`src/rtl/uart_rx_pkg.sv`:
```
// Shared types for the UART frame receiver: FSM state encoding
// and the legal oversampling ratios.
package uart_rx_pkg;

  typedef enum logic [2:0] {
    IDLE,
    START,
    DATA,
    PARITY,
    STOP
  } rx_state_e;

  localparam int PRESCALE_X8  = 8;
  localparam int PRESCALE_X16 = 16;
  localparam int PRESCALE_X32 = 32;

  function automatic logic legal_prescale(input int p);
    return (p == PRESCALE_X8) ||
           (p == PRESCALE_X16) ||
           (p == PRESCALE_X32);
  endfunction

endpackage

```
`src/rtl/uart_rx_sampler.sv`:
```
// Per-bit edge counter and bit sampler for the UART receiver.
// UART_RX_MAJORITY_SAMPLE_EN selects 2-of-3 majority sampling.
module uart_rx_sampler
  import uart_rx_pkg::*;
#(
  parameter int PRESCALE_W = 6
) (
  input  logic                  clk,
  input  logic                  reset,
  input  logic                  start,
  input  logic                  active,
  input  logic                  rx,
  input  logic [PRESCALE_W-1:0] prescale,
  output logic                  bit_end,
  output logic                  bit_val
);

  localparam logic [PRESCALE_W-1:0] ONE = 1;

  logic [PRESCALE_W-1:0] cnt;
  logic [PRESCALE_W-1:0] pre_q;
  logic [PRESCALE_W-1:0] half;
  logic [PRESCALE_W-1:0] last;
  logic                  s_mid;
`ifdef UART_RX_MAJORITY_SAMPLE_EN
  logic                  s_lo;
  logic                  s_hi;
`endif

  assign half    = pre_q >> 1;
  assign last    = pre_q - ONE;
  assign bit_end = active && (cnt == last);

`ifdef UART_RX_MAJORITY_SAMPLE_EN
  assign bit_val = (s_lo & s_mid) |
                   (s_lo & s_hi) |
                   (s_mid & s_hi);
`else
  assign bit_val = s_mid;
`endif

  // Start-detect cycle is edge 0, so the count resumes at 1.
  always_ff @(posedge clk or negedge reset) begin
    if (!reset) begin
      cnt   <= '0;
      pre_q <= '0;
      s_mid <= 1'b1;
`ifdef UART_RX_MAJORITY_SAMPLE_EN
      s_lo  <= 1'b1;
      s_hi  <= 1'b1;
`endif
    end else if (start) begin
      pre_q <= prescale;
      cnt   <= (prescale == ONE) ? '0 : ONE;
    end else if (active) begin
      cnt <= (cnt == last) ? '0 : cnt + ONE;
      if (cnt == half)
        s_mid <= rx;
`ifdef UART_RX_MAJORITY_SAMPLE_EN
      if (cnt == half - ONE)
        s_lo <= rx;
      if (cnt == half + ONE)
        s_hi <= rx;
`endif
    end else begin
      cnt <= '0;
    end
  end

endmodule

```
`src/rtl/uart_rx_frame.sv`:
```
// UART frame receiver: start/data/parity/stop FSM and checks.
// Build option: UART_RX_MAJORITY_SAMPLE_EN (majority sampling).
module uart_rx_frame
  import uart_rx_pkg::*;
#(
  parameter int DATA_WIDTH = 8,
  parameter int PRESCALE_W = 6
) (
  input  logic                  clk,
  input  logic                  reset,
  input  logic                  RX_IN,
  input  logic                  PAR_EN,
  input  logic                  PAR_TYP,
  input  logic [PRESCALE_W-1:0] Prescale,
  output logic [DATA_WIDTH-1:0] P_DATA,
  output logic                  Data_Valid,
  output logic                  PAR_ERR,
  output logic                  STP_ERR
);

  localparam int BW = $clog2(DATA_WIDTH + 1);
  localparam logic [BW-1:0] LAST_BIT = BW'(DATA_WIDTH - 1);
  localparam logic [BW-1:0] BONE = 1;

  rx_state_e             state;
  logic [DATA_WIDTH-1:0] shreg;
  logic [BW-1:0]         bit_idx;
  logic                  par_typ_q;
  logic                  start;
  logic                  active;
  logic                  bit_end;
  logic                  bit_val;

  assign start  = (state == IDLE) && !RX_IN;
  assign active = (state != IDLE);

  uart_rx_sampler #(
    .PRESCALE_W(PRESCALE_W)
  ) u_sampler (
    .clk     (clk),
    .reset   (reset),
    .start   (start),
    .active  (active),
    .rx      (RX_IN),
    .prescale(Prescale),
    .bit_end (bit_end),
    .bit_val (bit_val)
  );

  always_ff @(posedge clk or negedge reset) begin
    if (!reset) begin
      state      <= IDLE;
      shreg      <= '0;
      bit_idx    <= '0;
      par_typ_q  <= 1'b0;
      P_DATA     <= '0;
      Data_Valid <= 1'b0;
      PAR_ERR    <= 1'b0;
      STP_ERR    <= 1'b0;
    end else begin
      Data_Valid <= 1'b0;
      unique case (state)
        IDLE: begin
          if (!RX_IN) begin
            state   <= START;
            PAR_ERR <= 1'b0;
            STP_ERR <= 1'b0;
          end
        end
        START: begin
          if (bit_end) begin
            bit_idx <= '0;
            state   <= bit_val ? IDLE : DATA;
          end
        end
        DATA: begin
          if (bit_end) begin
            shreg   <= {bit_val, shreg[DATA_WIDTH-1:1]};
            bit_idx <= bit_idx + BONE;
            if (bit_idx == LAST_BIT) begin
              state     <= PAR_EN ? PARITY : STOP;
              par_typ_q <= PAR_TYP;
            end
          end
        end
        PARITY: begin
          if (bit_end) begin
            if (bit_val != (^shreg ^ par_typ_q))
              PAR_ERR <= 1'b1;
            state <= STOP;
          end
        end
        STOP: begin
          if (bit_end) begin
            if (!bit_val) begin
              STP_ERR <= 1'b1;
            end else if (!PAR_ERR) begin
              Data_Valid <= 1'b1;
              P_DATA     <= shreg;
            end
            state <= IDLE;
          end
        end
        default: state <= IDLE;
      endcase
    end
  end

endmodule

```
`config.mk`:
```
export PLATFORM = sky130hd
export DESIGN_NAME = uart_rx_frame
export DESIGN_NICKNAME = d
export VERILOG_FILES = /design/src/rtl/uart_rx_pkg.sv /design/src/rtl/uart_rx_sampler.sv /design/src/rtl/uart_rx_frame.sv
export SDC_FILE = /design/constraint.sdc
export NUM_CORES = 1
export LEC_CHECK = 0
export CAP_MARGIN = 20
export CELL_PAD_IN_SITES_DETAIL_PLACEMENT = 1
export CELL_PAD_IN_SITES_GLOBAL_PLACEMENT = 1
export CORE_MARGIN = 1.5
export CORE_UTILIZATION = 45
export DETAILED_ROUTE_END_ITERATION = 6
export HOLD_SLACK_MARGIN = 0.12
export MAX_ROUTING_LAYER = met4
export PLACE_DENSITY_LB_ADDON = 0.08
export SYNTH_ARGS = -nofsm -noshare
export SYNTH_HDL_FRONTEND = slang
export SYNTH_SLANG_ARGS = --single-unit
```
`constraint.sdc`:
```
create_clock -name clk -period 3.4 [get_ports clk]
set_clock_uncertainty 0.2 [all_clocks]
set_input_delay 0.68 -clock clk [delete_from_list [all_inputs] [get_ports clk]]
set_output_delay 0.68 -clock clk [all_outputs]
set_load 0.005 [all_outputs]
```
Word-level counts from Yosys, hierarchy flattened
Index checks and enable logic that the tools add are counted.

storage, ports and cells
  flip-flop bits (word level) = 40
  input bits = 11
  output and inout bits = 11
  word-level logic and storage cells = 78

operators by class
  add/sub/neg operators = 3
  equal/unequal tests = 17
  mux-type cells = 27
  bitwise operators = 3
  reduce and logical (&&, ||, !) cells = 17

operator list
  operator                                                             number
  3-bit two-way mux                                                    7
  6-bit two-way mux                                                    3
  2-bit != test (second input constant)                                8
  3-bit case mux with 5 select lines                                   1
  4-bit AND reduction                                                  3
  1-bit two-way mux                                                    10
  3-bit AND reduction                                                  3
  4-bit two-way mux                                                    2
  4-bit case mux with 2 select lines                                   1
  8-bit XOR reduction                                                  1
  6-bit by 1-bit adder with 6-bit output (second input constant)       1
  3-bit by 2-bit == test with 1-bit output (second input constant)     2
  6-bit by 1-bit == test with 1-bit output (second input constant)     1
  6-bit by 5-bit == test with 1-bit output                             1
  6-bit == test                                                        1
  6-bit AND reduction                                                  1
  2-bit nonzero test                                                   3
  6-bit by 1-bit subtractor with 6-bit output (second input constant)  1
  4-bit by 1-bit adder with 4-bit output (second input constant)       1
  4-bit by 3-bit == test with 1-bit output (second input constant)     1
  1-bit case mux with 2 select lines                                   2
  3-bit by 1-bit == test with 1-bit output (second input constant)     1
  3-bit == test (second input constant)                                1
  3-bit zero test                                                      1
  8 further kinds                                                      10

Logic depth before layout (Yosys ltp)
  depth after elaboration = 6
  gate-level depth with buffers = 8
  gate-level depth less buffers = 7

Modules after synthesis
A second synthesis with hierarchy kept.

second synthesis, totals
  cells, all modules = 184
  area total of the unflattened synthesis = 2098.3 um^2

by module, submodules not included
  module           times used  cells an instance  area each (um^2)  sequential area each (um^2)
  uart_rx_frame    1           104                1283.7            675.6
  uart_rx_sampler  1           80                 814.5             326.6

Worst setup path before layout
OpenSTA, ideal clock, no wires.

  kind = register -> register
  start = register u_sampler.pre_q[0]
  end = register shreg[0]
  library setup time = 0.125 ns
  arrival time = 2.243 ns
  data required time = 3.075 ns
  slack = 0.833 ns
  cell stages (with the launch flop) = 8
  path buffers = 0
  clock period less this slack = 2.567 ns
  path through = dfrtp_1 inv_1 ha_1 nor2b_1 or3_2 a31oi_2 nand3_1 mux2_2

between the ends
  cells in the longest elaborated chain, start to end = 4

ends and longest elaborated chain
  element                                      RTL line               source
  from (decl)                                  uart_rx_sampler.sv:21  logic [PRESCALE_W-1:0] pre_q;
  from (signal assigned)                       uart_rx_sampler.sv:53  pre_q <= prescale;
  6-bit by 1-bit subtractor with 6-bit output  uart_rx_sampler.sv:31  assign last = pre_q - ONE;
  6-bit == test                                uart_rx_sampler.sv:32  assign bit_end = active && (cnt == last);
  1-bit logical AND                            uart_rx_sampler.sv:32
  2-bit AND reduction (no source line)         -
  to (signal assigned)                         uart_rx_frame.sv:78    shreg <= {bit_val, shreg[DATA_WIDTH-1:1]};
  to (decl)                                    uart_rx_frame.sv:26    logic [DATA_WIDTH-1:0] shreg;

No other way between the ends.
A chain may end at the register's enable or synchronous reset.

Worst setup path in the final report
Same ends and word-level chain as after synthesis.

==> qor.yml <==
finish:
  layout-drive-gt1-share_pct: 21.43
  fin_cells: 262
  fin_nets: 223
  n_antenna_cell: 0
  area_delta_synth_final_pct: 17.55
  final_cell_area_um2: 2489
timing:
  tightestPinTransition_ps: 917.7
  relSlewSlack_pct: 38.82
  hold_ws_ps: 317.9
  fin_setup_tns_ps: 0
  postLayoutSetupSlackWorst_ps: 632.6
  hold_violations: 0
  rsz0062_at_grt: "no"
  max_freq_mhz: 361.3
  period_minus_slack_ps: 2767
  finalCritPeriodShare_pct: 81.40
  setup_viol: 0
  slew_viol_final: 0
worst_setup_path:
  cp.arrival_ps: 2740
  cp-end-kind: "flip-flop"
  path_class: "flip-flop to flip-flop"
  cp-start-kind: "flip-flop"
  crit_fanout: 8
  cp_cell_sequence: "inv_1 -> ha_1 -> nor2b_1 -> or3_2 -> a31oi_2 -> buf_4 -> nand3_1 -> mux2_2"
  critPathSlowestCell: "or3_2"
  required_ps: 3370
  critPathMaxStageDelay_ps: 480
synthesis:
  synth_seq_cells: 40
  ys.flop_type: "dfrtp_1"
  ys_types: 48
  syn_area_per_cell_um2: 11.51
  yosys_warnings: 0
  syn_inst: 184
  synth_enable_flop_cells: 0
  synthTopCellsByArea: "dfrtp_1 46%, mux2_2 12%, xnor2_1 5.8%, xor2_1 4.1%, o21ai_0 2.1%"
  ys_seq_area_share_pct: 47.34
  synth.largest_area_cell: "dfrtp_1"
  syn-num-nets: 198
  syn_area_um2: 2117
  yosysMostFrequentCell: "dfrtp_1"
  async_flop_share_pct: 100.0
  yosys-top-cells-count: "39 x dfrtp_1, 22 x mux2_2, 14 x xnor2_1, 10 x xor2_1, 9 x o21ai_0"
  synth_top_area_share_pct: 46.10
drt:
  postRouteAntennaNets: 0
  drt_iter0_markers: 85
  routed_wl_um: 4994
  dr.pass1.iters: 6
  wl_per_cell_um: 19.06
  via_count: 1515
  drc_errors: 0
  viasPerCell: 5.782
power_and_ir_drop:
  pwr_density_cell_nw_per_um2: 752.2
  ir_drop_mv: 0.3476
  leakagePower_nw: 1.059
placement:
  hpwl_um: 3686
  placedCellCount: 254
  gp_congestion: 0.8796
  io_buffers: 21
  place_area_um2: 2381
  pre_cts_slack_ps: 678.5
grt:
  grt_first_pass_wirelength_um: 8666
  antenna_found_initial: 0
  grt_pass1_vias: 1638
  track_usage_pct: 22.64
  grt_max_degree: 41
  grt-ovfl-total: 0
clock_network:
  cts_resized: 0
  cts_setup_buffers: 0
  postCtsHoldBufs: 0
  cts.sinks: 40
  cts_root_buffer: "clkbuf_8"
  cts_made_buffers: 5
  htree_levels: 2
  tritoncts: "built"
  clk_path_buf_depth: 2
  clk_pin_slew_ps: 80
  clk_latency_ps: 290
floorplanning:
  fp-row-count: 24
  design.die.area_um2: 5125
  io_pins: 22
  die_w_um: 71.59
  die_h_um: 71.59
  fp.coreArea_um2: 4444
  start_util_pct: 47.64
outcome:
  status: "finished clean"
hold_path:
  hp-class: "flip-flop to flip-flop"
flow_run:
  cap_violations: 0
placed cells by master, fill, tap and decap left out, types with 2 or more instances in the layout:
cell type        instances
nor3b_1                  3
nor2_1                   6
a31oi_1                  2
o21ai_0                  9
or4_1                    2
nand3_1                  6
a21oi_1                  3
inv_1                    3
mux2_2                  22
o211ai_1                 3
xor2_1                  10
and3b_1                  2
ha_1                     3
nor2b_1                  4
nor3_1                   7
dfrtp_1                 39
o31ai_1                  4
xnor2_1                 14
clkbuf_8                 5
nor4b_1                  2
nand4_1                  3
clkdlybuf4s50_1         20
buf_4                    3
nand2_1                  7
final cells by class:
class	count	area [um^2]
Tap cell	52	65.06
Clock inverter	2	35.03
Sequential cell	40	1002
Clock buffer	6	72.57
Multi-Input combinational cell	135	1075
Inverter	3	11.26
Fill cell	480	1956
Timing Repair Buffer	24	227.7
cells by family (layout without fill, tap and decap cells):
logic type      Yosys count  in the layout  synth area share (%)
fa+ha+maj                 3              3                 1.773
xor+xnor                 24             24                 9.929
buf+inv                   9             35                 2.187
mux                      22             22                 11.70
compound gates           30             30                 10.46
simple gates             56             56                 16.61
flops                    40             40                 47.34
flip-flops by register name, summed over array words and instances, names as in the netlist:
signal and cells:
state 3, shreg 8, bit_idx 4, P_DATA 8, u_sampler.pre_q 6, PAR_ERR 1, STP_ERR 1, Data_Valid 1
u_sampler.bit_val 1, par_typ_q 1, u_sampler.cnt 6
metal layers:
layer / share of wire [%] / global-route usage, % / vias to the layer above
met5: 0 / - / -
met4: 0.90 / 4.403 / 0
met3: 2.3 / 3.938 / 5
met2: 50 / 36.76 / 17
met1: 47 / 30.34 / 775
li1: - / - / 718
power breakdown:
| part | internal [mW] | switching [mW] |
|---|---|---|
| Sequential | 0.574 | 0.180 |
| Combinational | 0.340 | 0.398 |
| Clock | 0.218 | 0.162 |
| Total | 1.13 | 0.740 |
per-stage QoR:
| stage | power (mW) | utilization (%) |
|---|---|---|
| 6_report | 1.872 | 56.00 |
| 5_1_grt | 2.009 | 56.00 |
| 4_1_cts | 1.881 | 56.00 |
| 3_5_place_dp | 1.494 | 53.58 |
| 3_3_place_gp | 1.445 | 53.58 |
| 2_1_floorplan | 1.270 | - |
worst max-delay path: cells and delay by family (launching register included):
family                   cells  cell delay (ps)
multiplexers                 1              400
adder cells (fa/ha/maj)      1              240
AO/OA/AOI/OAI                1              180
buffers and inverters        2              270
AND/OR/NAND/NOR              3              930
flip-flops                   1              430
final timing paths:
kind	slack [ps]	startpoint	endpoint	depth (start not counted)
max reg2reg	630	u_sampler.pre_q[0]	shreg[0]	8
min reg2reg	320	P_DATA[1]	P_DATA[1]	1
min in group asynchronous	330	reset	bit_idx[2]	1
min	320	P_DATA[1]	P_DATA[1]	1
max in group asynchronous	2110	reset	P_DATA[6]	1
max	630	u_sampler.pre_q[0]	shreg[0]	8
(Power assumes the default switching activity.)
